$ cat src/rtl/fp_io_pkg.sv
// fp_io_pkg: shared states and IEEE-754 special-case constants for the fp multiplier I/O path
package fp_io_pkg;
  typedef enum logic [1:0] {IDLE, HDR, SEND} tx_state_t;
  localparam logic [1:0] SPEC_NORMAL = 2'b00;
  localparam logic [1:0] SPEC_NAN = 2'b01;
  localparam logic [1:0] SPEC_INF = 2'b11;
  localparam logic [31:0] FP_QNAN = 32'h7FC0_0000;
  localparam logic [30:0] FP_INF_MAG = 31'h7F80_0000;
  localparam logic [3:0] HDR_TAG = 4'hC;
endpackage

$ cat src/rtl/fp_special_sub.sv
// fp_special_sub: replaces a word by quiet NaN or signed infinity according to its special code
module fp_special_sub
  import fp_io_pkg::*;
#(
  parameter int W = 32
) (
  input  logic [W-1:0] i_word,
  input  logic [1:0]   i_special,
  output logic [W-1:0] o_word
);
  generate
    if (W == 32) begin : g_ieee
      always_comb o_word = i_special == SPEC_NAN ? FP_QNAN :
                           i_special == SPEC_INF ? {i_word[31], FP_INF_MAG} : i_word;
    end else begin : g_raw
      assign o_word = i_word;
    end
  endgenerate
endmodule

$ cat src/rtl/float_byte_tx.sv
// float_byte_tx: serializes one float result word into a valid/ready byte stream
// FLOAT_BYTE_TX_HEADER_EN prepends a {C,00,special} header byte with index 7
module float_byte_tx
  import fp_io_pkg::*;
#(
  parameter int NBYTES = 4,
  parameter bit LSB_FIRST = 1'b1
) (
  input  logic                  clk,
  input  logic                  rst,
  input  logic                  in_valid,
  output logic                  in_ready,
  input  logic [8*NBYTES-1:0]   in_data,
  input  logic [1:0]            in_special,
  output logic                  tx_valid,
  input  logic                  tx_ready,
  output logic [7:0]            tx_data,
  output logic [2:0]            tx_index,
  output logic                  tx_last,
  output logic                  busy
);
  localparam int W = 8 * NBYTES;
  tx_state_t r_state;
  logic [W-1:0] r_word;
  logic [2:0] r_cnt;
  logic r_valid;
  logic [7:0] r_data;
  logic [2:0] r_idx;
  logic r_last;
  logic [W-1:0] w_word;
`ifdef FLOAT_BYTE_TX_HEADER_EN
  logic [1:0] r_spec;
`endif
  fp_special_sub #(.W(W)) u_special (.i_word(in_data), .i_special(in_special), .o_word(w_word));
  // sequence position -> logical byte number
  function automatic logic [2:0] lidx(input logic [2:0] p);
    return LSB_FIRST ? p : 3'(NBYTES - 1) - p;
  endfunction
  function automatic logic [7:0] pick(input logic [W-1:0] w, input logic [2:0] p);
    return w[8*lidx(p) +: 8];
  endfunction
  assign in_ready = r_state == IDLE;
  assign busy = r_state != IDLE;
  assign tx_valid = r_valid;
  assign tx_data = r_data;
  assign tx_index = r_idx;
  assign tx_last = r_last;
  always_ff @(posedge clk) begin
    if (rst) begin
      r_state <= IDLE;
      r_word <= '0;
      r_cnt <= '0;
      r_valid <= 1'b0;
      r_data <= '0;
      r_idx <= '0;
      r_last <= 1'b0;
`ifdef FLOAT_BYTE_TX_HEADER_EN
      r_spec <= '0;
`endif
    end else begin
      case (r_state)
        IDLE: if (in_valid) begin
          r_word <= w_word;
          r_cnt <= '0;
          r_valid <= 1'b1;
`ifdef FLOAT_BYTE_TX_HEADER_EN
          r_spec <= in_special;
          r_state <= HDR;
          r_data <= {HDR_TAG, 2'b00, in_special};
          r_idx <= 3'd7;
          r_last <= 1'b0;
`else
          r_state <= SEND;
          r_data <= pick(w_word, 3'd0);
          r_idx <= lidx(3'd0);
          r_last <= NBYTES == 1;
`endif
        end
`ifdef FLOAT_BYTE_TX_HEADER_EN
        HDR: if (tx_ready) begin
          r_state <= SEND;
          r_data <= pick(r_word, 3'd0);
          r_idx <= lidx(3'd0);
          r_last <= NBYTES == 1;
        end
`endif
        SEND: if (tx_ready) begin
          if (r_last) begin
            r_state <= IDLE;
            r_valid <= 1'b0;
            r_last <= 1'b0;
          end else begin
            r_cnt <= r_cnt + 3'd1;
            r_data <= pick(r_word, r_cnt + 3'd1);
            r_idx <= lidx(r_cnt + 3'd1);
            r_last <= r_cnt + 3'd1 == 3'(NBYTES - 1);
          end
        end
        default: r_state <= IDLE;
      endcase
    end
  end
endmodule

$ cat config.mk
export PLATFORM = sky130hd
export DESIGN_NAME = float_byte_tx
export DESIGN_NICKNAME = d
export VERILOG_FILES = /design/src/rtl/fp_io_pkg.sv /design/src/rtl/fp_special_sub.sv /design/src/rtl/float_byte_tx.sv
export SDC_FILE = /design/constraint.sdc
export NUM_CORES = 1
export LEC_CHECK = 0
export ABC_AREA = 0
export CORE_MARGIN = 4
export CORE_UTILIZATION = 44
export CTS_CLUSTER_SIZE = 20
export DETAILED_ROUTE_END_ITERATION = 10
export PLACE_DENSITY = 0.75
export SYNTH_ARGS = -nofsm -noshare
export SYNTH_HDL_FRONTEND = slang
export SYNTH_HIERARCHICAL = 1
export SYNTH_SLANG_ARGS = --single-unit
export TNS_END_PERCENT = 1
$ cat constraint.sdc
create_clock -name clk -period 1.5 [get_ports clk]
set_input_delay 0.45 -clock clk [delete_from_list [all_inputs] [get_ports clk]]
set_output_delay 0.45 -clock clk [all_outputs]
set_load 0.01 [all_outputs]
==> run_summary.xml, run 1 <==
<?xml version="1.0" encoding="UTF-8"?>
<metrics>
  <group name="critical_path">
    <metric name="critPathArrivalTime" unit="ns">1.78</metric>
    <metric name="timing.rr.end" unit="">tx_data[4]</metric>
    <metric name="timing.critical_path.from_type" unit="">flop</metric>
    <metric name="worstPathMaxFanout" unit="">6</metric>
    <metric name="type_of_destination_of_the_critical_path" unit="">flop</metric>
    <metric name="criticalPathCategory" unit="">reg2reg</metric>
    <metric name="r2r_cells" unit="">6</metric>
    <metric name="req_time_crit_path" unit="ns">1.68</metric>
    <metric name="r2r_start" unit="">tx_index[0]</metric>
    <metric name="timing.reg2reg.setup_slack" unit="ns">-0.09</metric>
  </group>
  <group name="synthesis">
    <metric name="yosys.area_share.adder" unit="%">1.150</metric>
    <metric name="post_synth_xor_area_fraction" unit="%">0.8051</metric>
    <metric name="asyncSetResetFlopFracSynth" unit="%">0</metric>
    <metric name="sequential_area_share_after_synthesis" unit="%">41.40</metric>
    <metric name="synth_enable_flop_cells" unit="">0</metric>
    <metric name="synth_compound_area_share" unit="%">13.80</metric>
    <metric name="synth_top_family_by_area" unit="">simple AND/OR/NAND/NOR gates</metric>
    <metric name="most_numerous_cell_in_the_yosys_netlist" unit="">nand2_1</metric>
    <metric name="netlist.top_cell.by_area" unit="">dfxtp_1</metric>
    <metric name="yosys_most_used_dff" unit="">dfxtp_1</metric>
    <metric name="postSynthRegisterBits" unit="">45</metric>
    <metric name="netlist-cell-type-count" unit="">28</metric>
    <metric name="synth_top_area_share" unit="%">41.40</metric>
    <metric name="synth_commonest_cells" unit="">nand2_1 (76), a21oi_1 (45), dfxtp_1 (45)</metric>
    <metric name="mappedNetlistNets" unit="">308</metric>
    <metric name="post_synth_and_or_nand_nor_area_fraction" unit="%">27.89</metric>
    <metric name="synth.cell_area" unit="um2">2176</metric>
    <metric name="postSynthCellCount" unit="">268</metric>
    <metric name="synth.top_cells.by_area" unit="">dfxtp_1 (41%), nand2_1 (13%), a21oi_1 (10%)</metric>
    <metric name="share_of_synthesized_area_spent_on_multiplexers" unit="%">8.281</metric>
    <metric name="yosys_warnings" unit="">6</metric>
    <metric name="syn_avg_cell_area" unit="um2">8.119</metric>
  </group>
  <group name="clock_tree">
    <metric name="cts.root.buffer_cell" unit="">clkbuf_8</metric>
    <metric name="worst_skew_pair.late_latency" unit="ns">0.29</metric>
    <metric name="clk_pin_slew_worst_paths" unit="ns">0.08</metric>
    <metric name="cts-hold-fix-buffers" unit="">0</metric>
    <metric name="cts_max_level" unit="">2</metric>
    <metric name="tritoncts" unit="">built</metric>
    <metric name="tritoncts_num_sinks" unit="">45</metric>
    <metric name="max-clock-path-buffers" unit="">2</metric>
    <metric name="numCtsBuffers" unit="">5</metric>
  </group>
  <group name="floorplan">
    <metric name="chipHeight" unit="um">78.32</metric>
    <metric name="std_cell_rows" unit="">25</metric>
    <metric name="die_area" unit="um2">6134</metric>
    <metric name="ios" unit="">53</metric>
    <metric name="die-width" unit="um">78.32</metric>
    <metric name="fp.coreArea" unit="um2">4755</metric>
    <metric name="floorplan.initialDensity" unit="%">45.76</metric>
  </group>
  <group name="sta">
    <metric name="final-max-slew-violation-count" unit="">0</metric>
    <metric name="hold_violations" unit="">0</metric>
    <metric name="setup_repair_after_global_routing_missed_its_margin" unit="">true</metric>
    <metric name="setup_total_negative_slack" unit="ns">-0.3470</metric>
    <metric name="fin_skew" unit="ns">0.005919</metric>
    <metric name="min_period" unit="ns">1.592</metric>
    <metric name="final_critical_path_setup_slack" unit="ns">-0.09179</metric>
    <metric name="tightestPinTransition" unit="ns">0.3341</metric>
    <metric name="final-setup-viol-count" unit="">8</metric>
    <metric name="final_min_period_over_clock_period" unit="%">106.1</metric>
    <metric name="max-slew-margin-rel" unit="%">77.72</metric>
    <metric name="fmaxAchievable" unit="MHz">628.2</metric>
  </group>
  <group name="cells_and_area">
    <metric name="n_antenna_cell" unit="">0</metric>
    <metric name="filler_cell_count" unit="">423</metric>
    <metric name="finalNetCount" unit="">369</metric>
    <metric name="drive_gt1_share" unit="%">15.76</metric>
    <metric name="syn_to_final_growth" unit="%">37.72</metric>
  </group>
  <group name="worst_hold_path">
    <metric name="holdCritStartpoint" unit="">r_word[11]</metric>
    <metric name="worst_hold_path_type" unit="">reg2reg</metric>
    <metric name="whs_path_cells" unit="">2</metric>
    <metric name="hold_critical_path_endpoint" unit="">r_word[11]</metric>
  </group>
  <group name="route">
    <metric name="antenna_violating_nets_post_route" unit="">0</metric>
    <metric name="drt_pre_antenna_iters" unit="">4</metric>
    <metric name="post_drt_via_cell_ratio" unit="">4.960</metric>
    <metric name="detail_route.iter0.violations" unit="">83</metric>
    <metric name="totalWireLength" unit="um">5131</metric>
    <metric name="detailroute.via_count" unit="">1969</metric>
    <metric name="mean_routed_wirelength_per_cell" unit="um">12.92</metric>
    <metric name="detail_route.drc_violations" unit="">0</metric>
  </group>
  <group name="status">
    <metric name="run_status" unit="">complete, but fails checks</metric>
    <metric name="failed_checks" unit="">setup timing</metric>
  </group>
  <group name="place">
    <metric name="detailedPlacementHpwl" unit="um">3724</metric>
    <metric name="place.port_buffers" unit="">52</metric>
    <metric name="pre_cts_ws" unit="ns">-0.2270</metric>
    <metric name="finalWeightedCongestion" unit="">0.8105</metric>
  </group>
  <group name="grt">
    <metric name="grt_pass1_wl" unit="um">8542</metric>
    <metric name="grt_util_all_layers" unit="%">17.13</metric>
    <metric name="globalRoute.totalOverflow" unit="">0</metric>
    <metric name="grt_antenna_before_repair" unit="">0</metric>
    <metric name="grt_pass1_vias" unit="">1936</metric>
    <metric name="grt_max_degree" unit="">33</metric>
  </group>
  <group name="power">
    <metric name="leakage" unit="nW">1.149</metric>
    <metric name="power.ir.vdd_worst" unit="V">0.0004420</metric>
    <metric name="power.total" unit="mW">2.741</metric>
    <metric name="power_density" unit="nW/um2">914.9</metric>
  </group>
  <group name="flow_run">
    <metric name="cap_viol_max_count" unit="">0</metric>
  </group>
</metrics>
cells in the final DEF, fill, tap and decap left out, drive strengths merged:
cell type,count
buf,21
clkdlybuf4s15,1
clkinvlp,1
xnor2,1
ha,2
and2b,1
bufinv,1
clkdlybuf4s50,37
nand2b,2
nor3,3
nand2,76
a21oi,45
o21ai,11
and2,1
nor2b,22
nand3,2
dlygate4sd2,14
mux4,8
or2,8
o211ai,1
dfxtp,45
and3b,1
nor2,13
inv,5
xor2,1
a311oi,1
clkbuf,6
area by class of cell:
| class | instances | area, um2 | share of cell area [%] |
|---|---|---|---|
| Clock buffer | 6 | 82.58 | 2.756 |
| Clock inverter | 2 | 37.54 | 1.253 |
| Inverter | 5 | 21.27 | 0.7098 |
| Multi-Input combinational cell | 199 | 1161 | 38.75 |
| Sequential cell | 45 | 904.6 | 30.19 |
| Tap cell | 67 | 83.83 | 2.797 |
| Timing Repair Buffer | 73 | 705.7 | 23.55 |
per-stage QoR:
step           util [%]  std cells  cell area [um2]  hold WS, ns
2_1_floorplan         -        268             2192       0.4331
3_3_place_gp      59.63        385             2835       0.4391
3_5_place_dp      59.63        385             2835       0.4473
4_1_cts           62.03        394             2949       0.4603
5_1_grt           63.03        397             2997       0.4748
6_report          63.03        397             2997       0.4561
critical path, cell delays in order (launching register included):
cell and delay, ns:
dfxtp_2 0.34, buf_6 0.10, inv_4 0.04, ha_4 0.33
mux4_2 0.55, nand2_2 0.09, a21oi_2 0.04
worst max-delay path by stage:
stage / from / end / cells past startpoint
final: tx_index[0] / tx_data[4] / 6
after global routing: tx_index[0] / tx_data[4] / 6
after CTS: tx_index[0] / tx_data[4] / 6
after detailed placement: in_valid / r_word[10] / 5
after global placement: in_valid / r_word[1] / 6
after floorplan: tx_index[0] / tx_data[4] / 7
cell families after synthesis:
| group | count (synthesis) |
|---|---|
| and+or+nand+nor | 129 |
| AOI/OAI and AO/OA | 58 |
| DFF | 45 |
| buffers and inverters | 24 |
| muxes | 8 |
| xor gates and xnor gates | 2 |
| adders and majority gates | 2 |
flip-flops by register name, indices dropped and copies added, names as in the netlist:
signal,cells
r_word,32
tx_data,8
tx_index,3
tx_last,1
tx_valid,1
per-layer routing:
metal	routed length, um	track usage [%]	up-vias	part of all wire (%)
met2	2526	29.45	63	49
met1	2276	21.56	907	44
li1	-	-	997	-
met5	0	0	-	0
met3	303	3.899	2	5.9
met4	24	4.720	0	0.47
power by group:
group	total [mW]	internal, mW	switching [mW]
Clock	0.938	0.541	0.396
Sequential	1.29	1.26	0.0344
Combinational	0.510	0.278	0.232
Total	2.74	2.08	0.663
what timing repair did:
item | CTS | global route
endpoints found under the setup margin | 18 | 29
setup buffers | 1 | 3
resized for setup | 17 | 8
pin swaps | 2 | 3
Note: power is estimated with default switching activity, not from simulation.
==> run 2: changes to the inputs <==
- CTS_CLUSTER_SIZE: 20 -> 25
- SLEW_MARGIN: not set -> 20
==> results of run 2 <==
Final layout, timing and power as in run 1 (identical DEF).
==> run 3: changes to the inputs <==
- CORE_ASPECT_RATIO: not set -> 0.5
- CORE_UTILIZATION: 44 -> 28
- CTS_CLUSTER_SIZE: 25 -> not set
- PLACE_DENSITY: 0.75 -> not set
==> run_summary.xml, run 3 (synthesized netlist as in run 1, its figures left out) <==
<?xml version="1.0" encoding="UTF-8"?>
<metrics>
  <group name="floorplan">
    <metric name="die-width" unit="um">132.7</metric>
    <metric name="chipHeight" unit="um">70.34</metric>
    <metric name="ios" unit="">53</metric>
    <metric name="fp.coreArea" unit="um2">7432</metric>
    <metric name="die_area" unit="um2">9331</metric>
    <metric name="std_cell_rows" unit="">22</metric>
    <metric name="floorplan.initialDensity" unit="%">29.28</metric>
  </group>
  <group name="route">
    <metric name="antenna_violating_nets_post_route" unit="">0</metric>
    <metric name="totalWireLength" unit="um">5706</metric>
    <metric name="detailroute.via_count" unit="">1976</metric>
    <metric name="drt_pre_antenna_iters" unit="">4</metric>
    <metric name="detail_route.iter0.violations" unit="">160</metric>
    <metric name="mean_routed_wirelength_per_cell" unit="um">13.21</metric>
    <metric name="detail_route.drc_violations" unit="">0</metric>
    <metric name="post_drt_via_cell_ratio" unit="">4.574</metric>
  </group>
  <group name="sta">
    <metric name="min_period" unit="ns">1.523</metric>
    <metric name="final-max-slew-violation-count" unit="">0</metric>
    <metric name="fin_skew" unit="ns">0.009174</metric>
    <metric name="final-setup-viol-count" unit="">2</metric>
    <metric name="fmaxAchievable" unit="MHz">656.7</metric>
    <metric name="max-slew-margin-rel" unit="%">77.06</metric>
    <metric name="tightestPinTransition" unit="ns">0.3429</metric>
    <metric name="final_min_period_over_clock_period" unit="%">101.5</metric>
    <metric name="setup_repair_after_global_routing_missed_its_margin" unit="">true</metric>
    <metric name="final_critical_path_setup_slack" unit="ns">-0.02266</metric>
    <metric name="hold_violations" unit="">0</metric>
  </group>
  <group name="critical_path">
    <metric name="timing.critical_path.from_type" unit="">flop</metric>
    <metric name="r2r_cells" unit="">5</metric>
    <metric name="req_time_crit_path" unit="ns">1.67</metric>
    <metric name="cp_slowest_cell" unit="">mux4_2</metric>
    <metric name="type_of_destination_of_the_critical_path" unit="">flop</metric>
    <metric name="critPathMaxStageDelay" unit="ns">0.54</metric>
    <metric name="worstPathMaxFanout" unit="">7</metric>
    <metric name="critPathArrivalTime" unit="ns">1.70</metric>
    <metric name="criticalPathCategory" unit="">reg2reg</metric>
    <metric name="path_cells" unit="">inv_4, ha_4, mux4_2, nand2_2, a21oi_2</metric>
  </group>
  <group name="power">
    <metric name="p_int" unit="mW">2.273</metric>
    <metric name="leakage" unit="nW">1.225</metric>
    <metric name="pwr-share-comb" unit="%">18.3</metric>
    <metric name="p_switching" unit="uW">725.6</metric>
    <metric name="power_density" unit="nW/um2">949.8</metric>
    <metric name="power.ir.vdd_worst" unit="V">0.0003556</metric>
    <metric name="swShare" unit="%">24.20</metric>
    <metric name="share_clk_of_total_power" unit="%">38.3</metric>
    <metric name="sequentialPowerShare" unit="%">43.4</metric>
  </group>
  <group name="grt">
    <metric name="grt_antenna_before_repair" unit="">0</metric>
    <metric name="globalRoute.totalOverflow" unit="">0</metric>
    <metric name="grt_pass1_vias" unit="">1966</metric>
    <metric name="grt_pass1_wl" unit="um">9066</metric>
    <metric name="grt_max_degree" unit="">33</metric>
    <metric name="grt_util_all_layers" unit="%">11.98</metric>
  </group>
  <group name="cells_and_area">
    <metric name="finalInstanceArea" unit="um2">3157</metric>
    <metric name="largest_register" unit="">r_word</metric>
    <metric name="syn_to_final_growth" unit="%">45.08</metric>
    <metric name="drive_gt1_share" unit="%">16.96</metric>
    <metric name="finalNetCount" unit="">375</metric>
    <metric name="final_common_cell" unit="">nand2_1</metric>
    <metric name="flip_flop_count_of_the_largest_register_all_copies_and_words_added" unit="">32</metric>
    <metric name="most-common-layout-cells" unit="">nand2_1 (75), a21oi_1 (42), dfxtp_1 (42)</metric>
    <metric name="n_antenna_cell" unit="">0</metric>
  </group>
  <group name="place">
    <metric name="detailedPlacementHpwl" unit="um">4364</metric>
    <metric name="post_dp_cell_area" unit="um2">2989</metric>
    <metric name="finalWeightedCongestion" unit="">0.8329</metric>
    <metric name="pre_cts_ws" unit="ns">-0.2095</metric>
    <metric name="place.port_buffers" unit="">52</metric>
  </group>
  <group name="clock_tree">
    <metric name="clk_pin_slew_worst_paths" unit="ns">0.06</metric>
    <metric name="worst_skew_pair.late_latency" unit="ns">0.29</metric>
    <metric name="cts.root.buffer_cell" unit="">clkbuf_16</metric>
    <metric name="max-clock-path-buffers" unit="">2</metric>
    <metric name="cts_max_level" unit="">2</metric>
    <metric name="tritoncts" unit="">built</metric>
    <metric name="numCtsBuffers" unit="">5</metric>
    <metric name="tritoncts_num_sinks" unit="">45</metric>
    <metric name="cts-hold-fix-buffers" unit="">0</metric>
  </group>
  <group name="worst_hold_path">
    <metric name="worst_hold_path_type" unit="">reg2reg</metric>
    <metric name="whs_path_cells" unit="">2</metric>
  </group>
  <group name="flow_run">
    <metric name="cap_viol_max_count" unit="">0</metric>
  </group>
  <group name="status">
    <metric name="run_status" unit="">complete, but fails checks</metric>
    <metric name="failed_checks" unit="">setup timing</metric>
  </group>
</metrics>
==> run 3: cell types whose count changed in the layout (fill, tap and decap cells not counted), moves of 2 or more <==
cell	before	now
buf_12	3	7
clkbuf_16	0	5
clkbuf_8	6	2
a21oi_2	1	3
buf_4	16	19
a21oi_1	44	42
==> run 3: metal layers <==
metal  vias up  part of all wire, %  track usage (%)
li1       1015                    -                -
met3         6                  4.5            2.806
met1       913                   48            15.71
met2        42                   46            19.54
met5         -                    0                0
met4         0                  1.3            3.917
==> run 3: path summary, 6_finish.rpt <==
check / start / endpoint / slack (ns)
setup / recovery: tx_index[0] / tx_data[6] / -0.02
hold / removal: r_word[4] / r_word[4] / 0.46
setup reg to reg: tx_index[0] / tx_data[6] / -0.02
hold reg to reg: r_word[4] / r_word[4] / 0.46
==> run 3: layout make-up <==
cell class	count	area, um2
clock buffers	7	152.6
clock inverters	1	5.005
fillers	752	4275
inverters	5	21.27
multi-input cells	199	1156
flip-flops and latches	45	904.6
well taps	96	120.1
repair buffers	79	797.0
==> run 3: worst max-delay path, delay by kind of cell, from the launching register on <==
family	cells	cell delay (ns)
AOI/OAI and AO/OA	1	0.05
buffers and inverters	1	0.04
and+or+nand+nor	1	0.10
muxes	1	0.54
adders and majority gates	1	0.33
DFF	1	0.35
==> run 3: power by group through the flow <==
stage          logic, mW  registers, mW  clock network, mW
2_1_floorplan      0.272           1.33                  0
3_3_place_gp       0.555           1.32                  0
3_5_place_dp       0.560           1.33                  0
4_1_cts            0.545           1.30               1.17
5_1_grt            0.598           1.31               1.21
6_report           0.549           1.30               1.15
==> run 3: metrics by stage <==
stage	total power [mW]	TNS, ns	instances	utilization, %	hold WS (ns)
final	2.998	-0.02481	432	42.47	0.4555
after global routing	3.118	-0.3758	432	42.47	0.4778
after CTS	3.019	-0.03071	431	42.14	0.4573
after detailed placement	1.888	-8.036	423	40.22	0.4490
after global placement	1.878	-7.212	423	40.22	0.4426
after floorplan	1.598	-0.6356	268	-	0.4331
==> run 3: repair_timing <==
item                       CTS  global route
gates cloned                 0             0
resized for setup           18             6
pin swaps                    2             5
setup buffers                0             1
setup endpoints to repair   17            10
